**src/rtl/processor_sequencer.sv**
```systemverilog
// Purpose : drives a soft processor through load -> run -> register dump -> finish.
// Latency : start to done = prog_len load beats + max(1,run_cycles) + 2/set mask bit + 1 + 1 cycles.
// Backpr. : the instruction stream stalls on ld_valid=0; run and dump phases never stall.
//
// Ports:
//   clock, reset        single clock, synchronous active-high reset
//   start               begin a sequence (only honoured in IDLE)
//   prog_len            instruction words to load (latched at start)
//   run_cycles          cycles to hold working high (latched at start)
//   dump_mask           registers r0..r15 to read back (latched at start)
//   ld_valid/ld_ready/ld_data   instruction-word stream in
//   addr/wEn/wDat       processor instruction-memory write port
//   working             processor run enable
//   rID/rdata           processor register read port
//   res_valid/res_id/res_data   dump results, held between pulses
//   busy, done          not-idle flag, one-cycle completion pulse
module processor_sequencer #(
    parameter int PC_W  = 9,
    parameter int RUN_W = 16
) (
    input  logic             clock,
    input  logic             reset,
    input  logic             start,
    input  logic [PC_W-1:0]  prog_len,
    input  logic [RUN_W-1:0] run_cycles,
    input  logic [15:0]      dump_mask,
    input  logic             ld_valid,
    output logic             ld_ready,
    input  logic [31:0]      ld_data,
    output logic [PC_W-1:0]  addr,
    output logic             wEn,
    output logic [31:0]      wDat,
    output logic             working,
    output logic [3:0]       rID,
    input  logic [31:0]      rdata,
    output logic             res_valid,
    output logic [3:0]       res_id,
    output logic [31:0]      res_data,
    output logic             busy,
    output logic             done
);

    localparam logic [PC_W-1:0]  PC_ONE  = {{(PC_W-1){1'b0}}, 1'b1};
    localparam logic [RUN_W-1:0] RUN_ONE = {{(RUN_W-1){1'b0}}, 1'b1};

    typedef enum logic [2:0] {
        S_IDLE,
        S_LOAD,
        S_RUN,
        S_DUMP,
        S_FIN
    } state_t;

    state_t state;
    state_t state_nxt;

    // Sequence parameters captured at start.
    logic [PC_W-1:0]  len_q;
    logic [RUN_W-1:0] run_q;
    // Registers still to be dumped; a bit is cleared when its visit completes.
    logic [15:0]      pend_q;

    logic [PC_W-1:0]  ld_cnt;
    logic [RUN_W-1:0] run_cnt;
    // 0 = first cycle of a register visit, 1 = second (capture) cycle.
    logic             phase_q;

    logic             res_valid_q;
    logic [3:0]       res_id_q;
    logic [31:0]      res_data_q;

    logic [3:0]       visit_idx;
    logic             run_last;

    // Lowest pending register index: the scan runs high-to-low so the last
    // hit, i.e. the smallest index, wins.
    always_comb begin
        visit_idx = '0;
        for (int i = 15; i >= 0; i--) begin
            if (pend_q[i]) begin
                visit_idx = 4'(i);
            end
        end
    end

    // A zero run length still spends one cycle in RUN, just without working.
    assign run_last = (run_q == '0) || (run_cnt == run_q - RUN_ONE);

    always_ff @(posedge clock) begin
        if (reset) begin
            state <= S_IDLE;
        end else begin
            state <= state_nxt;
        end
    end

    always_comb begin
        state_nxt = state;
        ld_ready  = 1'b0;
        wEn       = 1'b0;
        addr      = '0;
        wDat      = '0;
        working   = 1'b0;
        rID       = '0;
        busy      = (state != S_IDLE);
        done      = 1'b0;
        case (state)
            S_IDLE: begin
                if (start) begin
                    state_nxt = (prog_len == '0) ? S_RUN : S_LOAD;
                end
            end
            S_LOAD: begin
                ld_ready = 1'b1;
                wEn      = ld_valid;
                addr     = ld_cnt;
                wDat     = ld_data;
                if (ld_valid && (ld_cnt == len_q - PC_ONE)) begin
                    state_nxt = S_RUN;
                end
            end
            S_RUN: begin
                working = (run_q != '0);
                if (run_last) begin
                    state_nxt = S_DUMP;
                end
            end
            S_DUMP: begin
                // An empty pending set costs one DUMP cycle before FIN, so
                // done trails the final result pulse by one cycle.
                if (pend_q == '0) begin
                    state_nxt = S_FIN;
                end else begin
                    rID = visit_idx;
                end
            end
            S_FIN: begin
                done      = 1'b1;
                state_nxt = S_IDLE;
            end
            default: begin
                state_nxt = S_IDLE;
            end
        endcase
    end

    always_ff @(posedge clock) begin
        if (reset) begin
            len_q       <= '0;
            run_q       <= '0;
            pend_q      <= '0;
            ld_cnt      <= '0;
            run_cnt     <= '0;
            phase_q     <= 1'b0;
            res_valid_q <= 1'b0;
            res_id_q    <= '0;
            res_data_q  <= '0;
        end else begin
            res_valid_q <= 1'b0;
            case (state)
                S_IDLE: begin
                    if (start) begin
                        len_q   <= prog_len;
                        run_q   <= run_cycles;
                        pend_q  <= dump_mask;
                        ld_cnt  <= '0;
                        run_cnt <= '0;
                        phase_q <= 1'b0;
                    end
                end
                S_LOAD: begin
                    if (ld_valid) begin
                        ld_cnt <= ld_cnt + PC_ONE;
                    end
                end
                S_RUN: begin
                    run_cnt <= run_cnt + RUN_ONE;
                end
                S_DUMP: begin
                    if (pend_q != '0) begin
                        if (!phase_q) begin
                            phase_q <= 1'b1;
                        end else begin
                            // rID has been stable for two cycles; take the
                            // read data and retire this register.
                            phase_q           <= 1'b0;
                            res_valid_q       <= 1'b1;
                            res_id_q          <= visit_idx;
                            res_data_q        <= rdata;
                            pend_q[visit_idx] <= 1'b0;
                        end
                    end
                end
                default: begin
                end
            endcase
        end
    end

    assign res_valid = res_valid_q;
    assign res_id    = res_id_q;
    assign res_data  = res_data_q;

endmodule

```
**config.mk**
```make
export PLATFORM = sky130hd
export DESIGN_NAME = processor_sequencer
export DESIGN_NICKNAME = d
export VERILOG_FILES = /design/src/rtl/processor_sequencer.sv
export SDC_FILE = /design/constraint.sdc
export NUM_CORES = 1
export LEC_CHECK = 0
export ABC_AREA = 1
export CORE_MARGIN = 2
export CORE_UTILIZATION = 45
export DETAILED_ROUTE_END_ITERATION = 8
export PLACE_DENSITY = 0.83
export SLEW_MARGIN = 10
export SYNTH_ARGS = -nofsm -noshare
export SYNTH_HDL_FRONTEND = slang
export SYNTH_SLANG_ARGS = --single-unit
```
**constraint.sdc**
```tcl
create_clock -name clock -period 2.6 [get_ports clock]
set_input_delay 0.26 -clock clock [delete_from_list [all_inputs] [get_ports clock]]
set_output_delay 0.26 -clock clock [all_outputs]
set_load 0.005 [all_outputs]
```
# Yosys cells after proc, flatten, opt, wreduce, memory -nomap -nowiden
# Index checks and enable logic that the tools add are counted.
[word_totals]
romBits = 0
latch_bits = 0
ram_bits = 0
output_inout_bits = 87
memories = 0
register_bits = 107
[classes]
eq_ne = 13
n_div = 0
n_mux = 46
n_mul = 0
n_reduce_logical = 21
add_sub_neg = 4
n_lt_le_gt_ge = 2
n_bitwise = 4
shifts = 0
[op_table]
columns = ["op", "count"]
rows = [
  ["two-way mux 4 bit", 18],
  ["two-way mux 16 bit", 4],
  ["one-hot mux 16 bit (2 select lines)", 2],
  ["logical NOT 16 bit", 2],
  ["two-way mux 32 bit", 1],
  ["nonzero test 16 bit", 2],
  ["two-way mux 9 bit", 3],
  ["one-hot mux 9 bit (2 select lines)", 1],
  ["adder 16 x 1 -> 16 bit, second input constant", 1],
  ["bitwise AND 16 bit", 1],
  ["equality test 16 bit", 1],
  ["inverter 16 bit", 1],
  ["subtractor 16 x 1 -> 16 bit, second input constant", 1],
  ["inequality test 2 bit, second input constant", 7],
  ["two-way mux 3 bit", 4],
  ["one-hot mux 3 bit (4 select lines)", 1],
  ["adder 9 x 1 -> 9 bit, second input constant", 1],
  ["equality test 9 bit", 1],
  ["logical NOT 9 bit", 1],
  ["two-way mux 1 bit", 9],
  ["AND reduction 3 bit", 3],
  ["subtractor 9 x 1 -> 9 bit, second input constant", 1],
  ["AND reduction 4 bit", 2],
  ["equality test 3 x 2 -> 1 bit, second input constant", 2],
  ["other kinds (15)", 20],
]

# Depth between registers and ports, before layout
# Gate-level depths: netlist of run 1.
[logic_depth]
depth_word = 25
mapped_depth = 19
depth_no_buf = 19

# Least setup slack after synthesis of run 1
# Ideal clock, no wire load.
[synth_timing]
path_type = "reg-to-reg"
startpoint = "register run_q[0]"
endpoint = "register state[1]"
required_ps = 2485
stages_incl_launch_ff = 15
slack_ps = 741
path_buffers = 0
period_less_slack_ps = 1859
t_arrival_ps = 1744
cell_sequence = "dfxtp_1 > inv_1 > ha_1 > nand2_1 > nor2_2 > nand2_1 > nor3_1 > xor2_1 > o211ai_1 > nor2_1 > nand3_1 > nand2_1 > nand3_1 > nand2_1 > nor2_1"
[synth_via]
elab_chain_cells = 5
word_cells_on_any_way = 6
classes_between = "add/sub: 1; eq/ne: 2; reduce/logical: 3"
[synth_rtl]
columns = ["item", "line", "rtl"]
rows = [
  ["from (decl)", "59", "logic [RUN_W-1:0] run_q;"],
  ["from (signal assigned)", "164", "run_q <= run_cycles;"],
  ["subtractor 16 x 1 -> 16 bit", "87", "assign run_last = (run_q == '0) || (run_cnt == run_q - RUN_ONE);"],
  ["equality test 16 bit", "87", ""],
  ["logical OR 1 bit *", "87", ""],
  ["inequality test 2 bit (no line) *", "--", ""],
  ["AND reduction 4 bit (no line) *", "--", ""],
  ["to (signal assigned)", "93", "state <= state_nxt;"],
  ["to (decl)", "54", "state_t state;"],
]
# Every way passes the cells marked *; elsewhere a longest branch is shown, timed or not.
# A chain may end at the register's enable or synchronous reset.

# Final worst setup path of run 1
[layout_timing]
startpoint = "register pend_q[15]"
endpoint = "output rID[1]"
[layout_via]
elab_chain_cells = 18
word_cells_on_any_way = 19
classes_between = "mux: 18; reduce/logical: 1"
[layout_rtl]
columns = ["item", "line", "rtl"]
rows = [
  ["from (decl)", "61", "logic [15:0] pend_q;"],
  ["from (signal assigned)", "165", "pend_q <= dump_mask;"],
  ["two-way mux 4 bit (16 in series)", "80", "if (pend_q[i]) begin"],
  ["two-way mux 4 bit *", "131", "if (pend_q == '0) begin"],
  ["two-way mux 4 bit *", "107", "case (state)"],
  ["to (decl)", "34", "output logic [3:0] rID,"],
]
# Marks and branches as above.

==> results.toml, run 1 <==
[outcome]
outcome = "completed"

[timing]
drv_slew = 0
setup_viol = 0
finalSetupTns_ns = 0
worst_pin_slew_ns = 0.697
skew_ns = 0.00899
finalCritPeriodShare = 0.930
rsz0062_at_grt = "no"
finalHoldViolCount = 0
max_freq_ghz = 0.414
min_period_ns = 2.42
relSlewSlack = 0.535

[worst_setup_path]
crit_path_start = "pend_q[15]"
rr_startpoint = "len_q[0]"
r2r_cells = 14
path_class = "flip-flop to primary output"
crit_path_start_kind = "flip-flop"
rrSetupSlack_ns = 0.30
rr_endpoint = "state[0]"
end_kind = "primary output"
crit_arrival_ns = 2.16
crit_path_max_fanout = 10
required_ns = 2.34

[clocking]
htree_levels = 3
cts_buffers = 9
cts.reportedPaths.clkPinSlew_ns = 0.08
cts_sinks = 107
clk_latency_ns = 0.35
clock_path_buffers = 2
root_buffer = "clkbuf_16"
cts_tree = "done"

[global_routing]
grt_pass1_wl_um = 26000
grt-ovfl-total = 0
antenna_found_initial = 0
grt_usage = 0.239
grt_pass1_vias = 5539
grt_max_degree = 42

[detailed_routing]
drt_first_pass_iters = 5
drt_wl_total_um = 16800
wl_per_cell_um = 13.7
ant_nets = 0
drcViolationCount = 0
vias = 6179
via_per_inst = 5.05
drt_iter0_drc = 383

[yosys]
synth_ff_type = "dfxtp_1"
synth.avg_cell_area_um2 = 6.60
async_reset_ff_frac = 0
yosys_register_bits = 107
syn_nets = 973
synthCells = 859
synth_cell_types = 38
synth_edf_count = 0
netlist_area_um2 = 5670
ys_seq_area_frac = 0.378
yosys_warnings = 0

[layout]
diodes = 0
final_common_cell = "clkdlybuf4s50_1"
drive_above_1_share = 0.0580
finalNonFillerCells = 1224
final_cell_mix = "clkdlybuf4s50_1 (194), nor2_1 (165), inv_1 (118)"
area_growth_pct = 44.0
layout.nets = 1161
fill_cells = 1128
postLayoutCellArea_um2 = 8170

[power]
totalPowerFinal_uw = 6890
vdd_drop_max_v = 0.000504
leakagePower_uw = 0.00338
power_per_cell_area_nw_per_um2 = 844

[placement]
io_buffers = 195
dpl.hpwl_um = 12200
gp_congestion = 0.874
placed_cells = 1206
place_area_um2 = 7790

[worst_hold_path]
hold_path_end = "res_id[3]"
hold_class = "flip-flop to flip-flop"
worstHoldPathCells = 2
min_from = "res_id[3]"

[floorplan]
die_w_um = 116
rows = 41
start_util = 0.455
dieArea_um2 = 13500
num_io_pins = 196
die_y_um = 116
core_area_um2 = 12500

[run]
cap_violations = 0
-- report_power, final --
group          leakage [uW]  internal [uW]  switching, uW
sequential         0.000872           1900            215
combinational       0.00236           1350           2030
clock              0.000146            688            703
-- routing by layer --
layer  vias to the layer above  GRT usage  routed length, um
met2                       177      0.388               8090
li1                       3139          -                  -
met4                         0     0.0651                250
met3                        23     0.0654                950
met1                      2840      0.313               7460
met5                         -          0                  0
-- registers in the layout, summed over array words and instances, names as in the netlist, 3 cells and up --
name / flops
res_id: 4
run_q: 16
res_data: 32
state: 3
pend_q: 16
run_cnt: 16
ld_cnt: 9
len_q: 9
-- worst max-delay path: stages, from the launching register on --
cell and delay, ns:
dfxtp_1 0.38, or2_1 0.15, nand3_1 0.08, nand3_1 0.08
nand3_1 0.07, nand3_1 0.07, nand2_1 0.05, nand3_1 0.11
nand3_4 0.14, nor2_1 0.15, clkdlybuf4s50_1 0.51
-- worst max-delay path by stage --
stage	endpoint	slack, ns	depth (start not counted)
final	rID[1]	0.18	10
after global routing	state[0]	0.02	14
after CTS	rID[0]	0.007	17
after detailed placement	res_data[30]	0.12	10
after global placement	res_data[30]	0.14	10
after floorplan	state[1]	0.74	14
-- cells in the mapped netlist (2+ instances only) --
cell / n / area share
ha_1: 5 / 0.011
nor2_4: 3 / 0.0060
o31ai_1: 3 / 0.0040
inv_2: 9 / 0.0060
nor2_1: 166 / 0.11
o21ai_0: 83 / 0.073
nor2_2: 4 / 0.0044
nor3_2: 4 / 0.0071
nor3b_1: 2 / 0.0026
buf_2: 6 / 0.0053
nand4_1: 11 / 0.012
nor3_1: 20 / 0.018
nand2_1: 105 / 0.070
dfxtp_1: 107 / 0.38
xnor2_1: 8 / 0.012
o22ai_1: 4 / 0.0044
o211ai_1: 2 / 0.0026
nand3_1: 56 / 0.049
nor4_1: 4 / 0.0044
a221oi_1: 3 / 0.0046
xor2_1: 22 / 0.034
a21oi_1: 74 / 0.065
a211oi_1: 2 / 0.0026
o21ai_1: 2 / 0.0018
inv_1: 119 / 0.079
clkbuf_1: 23 / 0.015
-- kinds of logic after synthesis --
family,Yosys count,share of synthesized area
AO/OA/AOI/OAI,178,0.168
XOR/XNOR,30,0.0463
adder cells (fa/ha/maj),5,0.0110
buffers and inverters,160,0.109
flip-flops,107,0.378
AND/OR/NAND/NOR,379,0.288
-- area by class of cell --
cell class | count | area [um2] | share of cell area
flip-flops and latches | 107 | 2140 | 0.262
clock inverters | 7 | 85.1 | 0.0104
clock buffers | 9 | 225 | 0.0276
multi-input cells | 593 | 2970 | 0.364
repair buffers | 207 | 2040 | 0.250
inverters | 129 | 484 | 0.0593
well taps | 172 | 215 | 0.0264
-- metrics by stage --
stage	hold WS (ns)	utilization	setup slack, ns
after detailed placement	0.461	0.625	0.125
after global routing	0.489	0.655	0.0212
after global placement	0.454	0.625	0.144
after CTS	0.475	0.651	0.00705
after floorplan	0.395	-	0.741
final	0.476	0.655	0.182
-- what timing repair did --
action / CTS / global route
pin swaps: 1 / 1
gates cloned: 0 / 1
setup endpoints to repair: 1 / 20
resized for setup: 2 / 9
hold buffers: 0 / 0
buffers inserted: 1 / 0
Note: power is estimated with default switching activity, not from simulation.
==> inputs of run 2 (changes only) <==
--- a/config.mk
+++ b/config.mk
@@ -9,7 +9,8 @@
 export CORE_MARGIN = 2
 export CORE_UTILIZATION = 45
 export DETAILED_ROUTE_END_ITERATION = 8
-export PLACE_DENSITY = 0.83
+export DONT_BUFFER_PORTS = 1
+export PLACE_DENSITY = 0.63
 export SLEW_MARGIN = 10
 export SYNTH_ARGS = -nofsm -noshare
 export SYNTH_HDL_FRONTEND = slang
==> run 2 against run 1 <==
First-iteration DRC count decreased by 18%. Critical path depth unchanged. Sequential power about the same. Non-clock buffer count decreased by 199. Worst setup slack improved by 0.11 ns. Count of clock-buffer cells in the layout increased by 1. Total power decreased by 9.2%. Register-to-register slack about the same. Final cell count decreased by 16%. Flip-flop and latch count unchanged. Critical endpoint is now res_id[1].
==> results.toml, run 2 (same netlist as run 1, synthesis figures left out) <==
[placement]
io_buffers = 0
dpl.hpwl_um = 10800
gp_congestion = 0.860

[layout]
diodes = 0
layout.nets = 962
largest_reg_flops = 32
drive_above_1_share = 0.0598
final_cell_mix = "nor2_1 (166), inv_1 (118), dfxtp_1 (107)"
final_common_cell = "nor2_1"
area_growth_pct = 8.63
utilization = 0.494

[worst_setup_path]
cp_common_cell = "inv_2"
path_cells = "nor4_1 -> nand2_1 -> inv_1 -> a21oi_2 -> inv_2 -> nor2_4 -> inv_2 -> nor2_2 -> inv_2 -> o21ai_1"
cp_top_family = "simple AND/OR/NAND/NOR gates"
crit_slowest_cell = "nor4_1"
required_ns = 2.85
slowest_delay_ns = 0.56
end_kind = "flip-flop"
crit_path_start_kind = "flip-flop"
path_buf_inv = 4
crit_path_max_fanout = 36
crit_arrival_ns = 2.56
path_class = "flip-flop to flip-flop"

[timing]
worst_pin_slew_ns = 0.846
min_period_ns = 2.31
relSlewSlack = 0.434
drv_slew = 0
rsz0062_at_grt = "no"
finalHoldViolCount = 0
finalSetupTns_ns = 0
max_freq_ghz = 0.434
finalCritPeriodShare = 0.887
skew_ns = 0.00847
setup_viol = 0

[global_routing]
antenna_found_initial = 2
grt_pass1_vias = 4720
grt_usage = 0.217
grt_max_degree = 62
grt-ovfl-total = 0
grt_pass1_wl_um = 23100

[clocking]
cts_sinks = 107
cts_buffers = 9
root_buffer = "clkbuf_16"
clock_path_buffers = 2
htree_levels = 3
cts_tree = "done"
cts.reportedPaths.clkPinSlew_ns = 0.08
clk_latency_ns = 0.37

[power]
vdd_drop_max_v = 0.000560
seqPwrFrac = 0.337
pwr-share-clk = 0.228
swShare = 0.448
power_per_cell_area_nw_per_um2 = 1020
power.internal_uw = 3460
leakagePower_uw = 0.00263
netSwitchingPower_uw = 2800
power.share.combinational = 0.435

[floorplan]
num_io_pins = 196
die_y_um = 116
core_area_um2 = 12500
start_util = 0.455
rows = 41
die_w_um = 116
dieArea_um2 = 13500

[detailed_routing]
via_per_inst = 5.14
vias = 5268
drt_first_pass_iters = 5
drt_iter0_drc = 315
wl_per_cell_um = 14.5
ant_nets = 0
drcViolationCount = 0
drt_wl_total_um = 14900

[run]
cap_violations = 0

[worst_hold_path]
hold_class = "primary input to flip-flop"

[outcome]
outcome = "completed"
==> run 2: cell types whose count changed in the layout (fill, tap and decap cells not counted), sizes merged <==
cell	previous run	this run
buf	12	7
clkbuf	9	10
clkdlybuf4s50	194	0
clkinvlp	1	0
dlygate4sd3	0	1
dlymetal6s2s	1	0
==> run 2: final cells by class <==
| type | count | area, um2 |
|---|---|---|
| clock buffers | 10 | 239 |
| clock inverters | 6 | 80.1 |
| multi-input cells | 593 | 2920 |
| repair buffers | 8 | 75.1 |
| flip-flops and latches | 107 | 2140 |
| well taps | 172 | 215 |
| fillers | 1295 | 6310 |
| inverters | 129 | 484 |
==> run 2: path summary, 6_finish.rpt <==
check,to,slack [ns],cells after the start,from
setup / recovery,res_id[1],0.29,10,pend_q[8]
hold / removal,res_data[2],0.02,2,rdata[2]
setup reg to reg,res_id[1],0.29,10,pend_q[8]
hold reg to reg,len_q[8],0.48,2,len_q[8]
==> run 2: power by group through the flow <==
| stage | Combinational [uW] | Clock (uW) | Sequential, uW |
|---|---|---|---|
| after detailed placement | 2670 | 0 | 2140 |
| after CTS | 2700 | 1470 | 2110 |
| after global placement | 2680 | 0 | 2140 |
| after floorplan | 2140 | 0 | 2090 |
| after global routing | 3140 | 1530 | 2140 |
| final | 2720 | 1430 | 2110 |
==> run 2: repair_timing <==
action	4_1_cts	5_1_grt
hold endpoints to repair	17	0
endpoints found under the setup margin	0	37
resized for setup	0	1
buffers inserted	0	0
hold buffers	1	0
==> run 2: metal layers <==
metal / global-route usage / wire (um)
met5: 0 / 35
met4: 0.0778 / 358
met3: 0.0669 / 990
met2: 0.336 / 6580
met1: 0.288 / 6890
==> run 2: worst register-to-register path, stage by stage (launching register included) <==
cell	delay, ns
dfxtp_1	0.33
nor4_1	0.56
nand2_1	0.10
inv_1	0.13
a21oi_2	0.11
inv_2	0.14
nor2_4	0.12
inv_2	0.48
nor2_2	0.09
inv_2	0.09
o21ai_1	0.06
==> run 2: stage by stage <==
step	hold WS [ns]	setup slack (ns)	std cells	power (uW)	instance area (um2)
after floorplan	0.395	0.741	859	4240	5670
after global placement	0.338	0.156	1007	4820	5820
after detailed placement	0.338	0.0743	1007	4820	5820
after CTS	0.0150	0.0674	1024	6270	6150
after global routing	0.0118	0.0392	1025	6810	6160
final	0.0248	0.293	1025	6260	6160
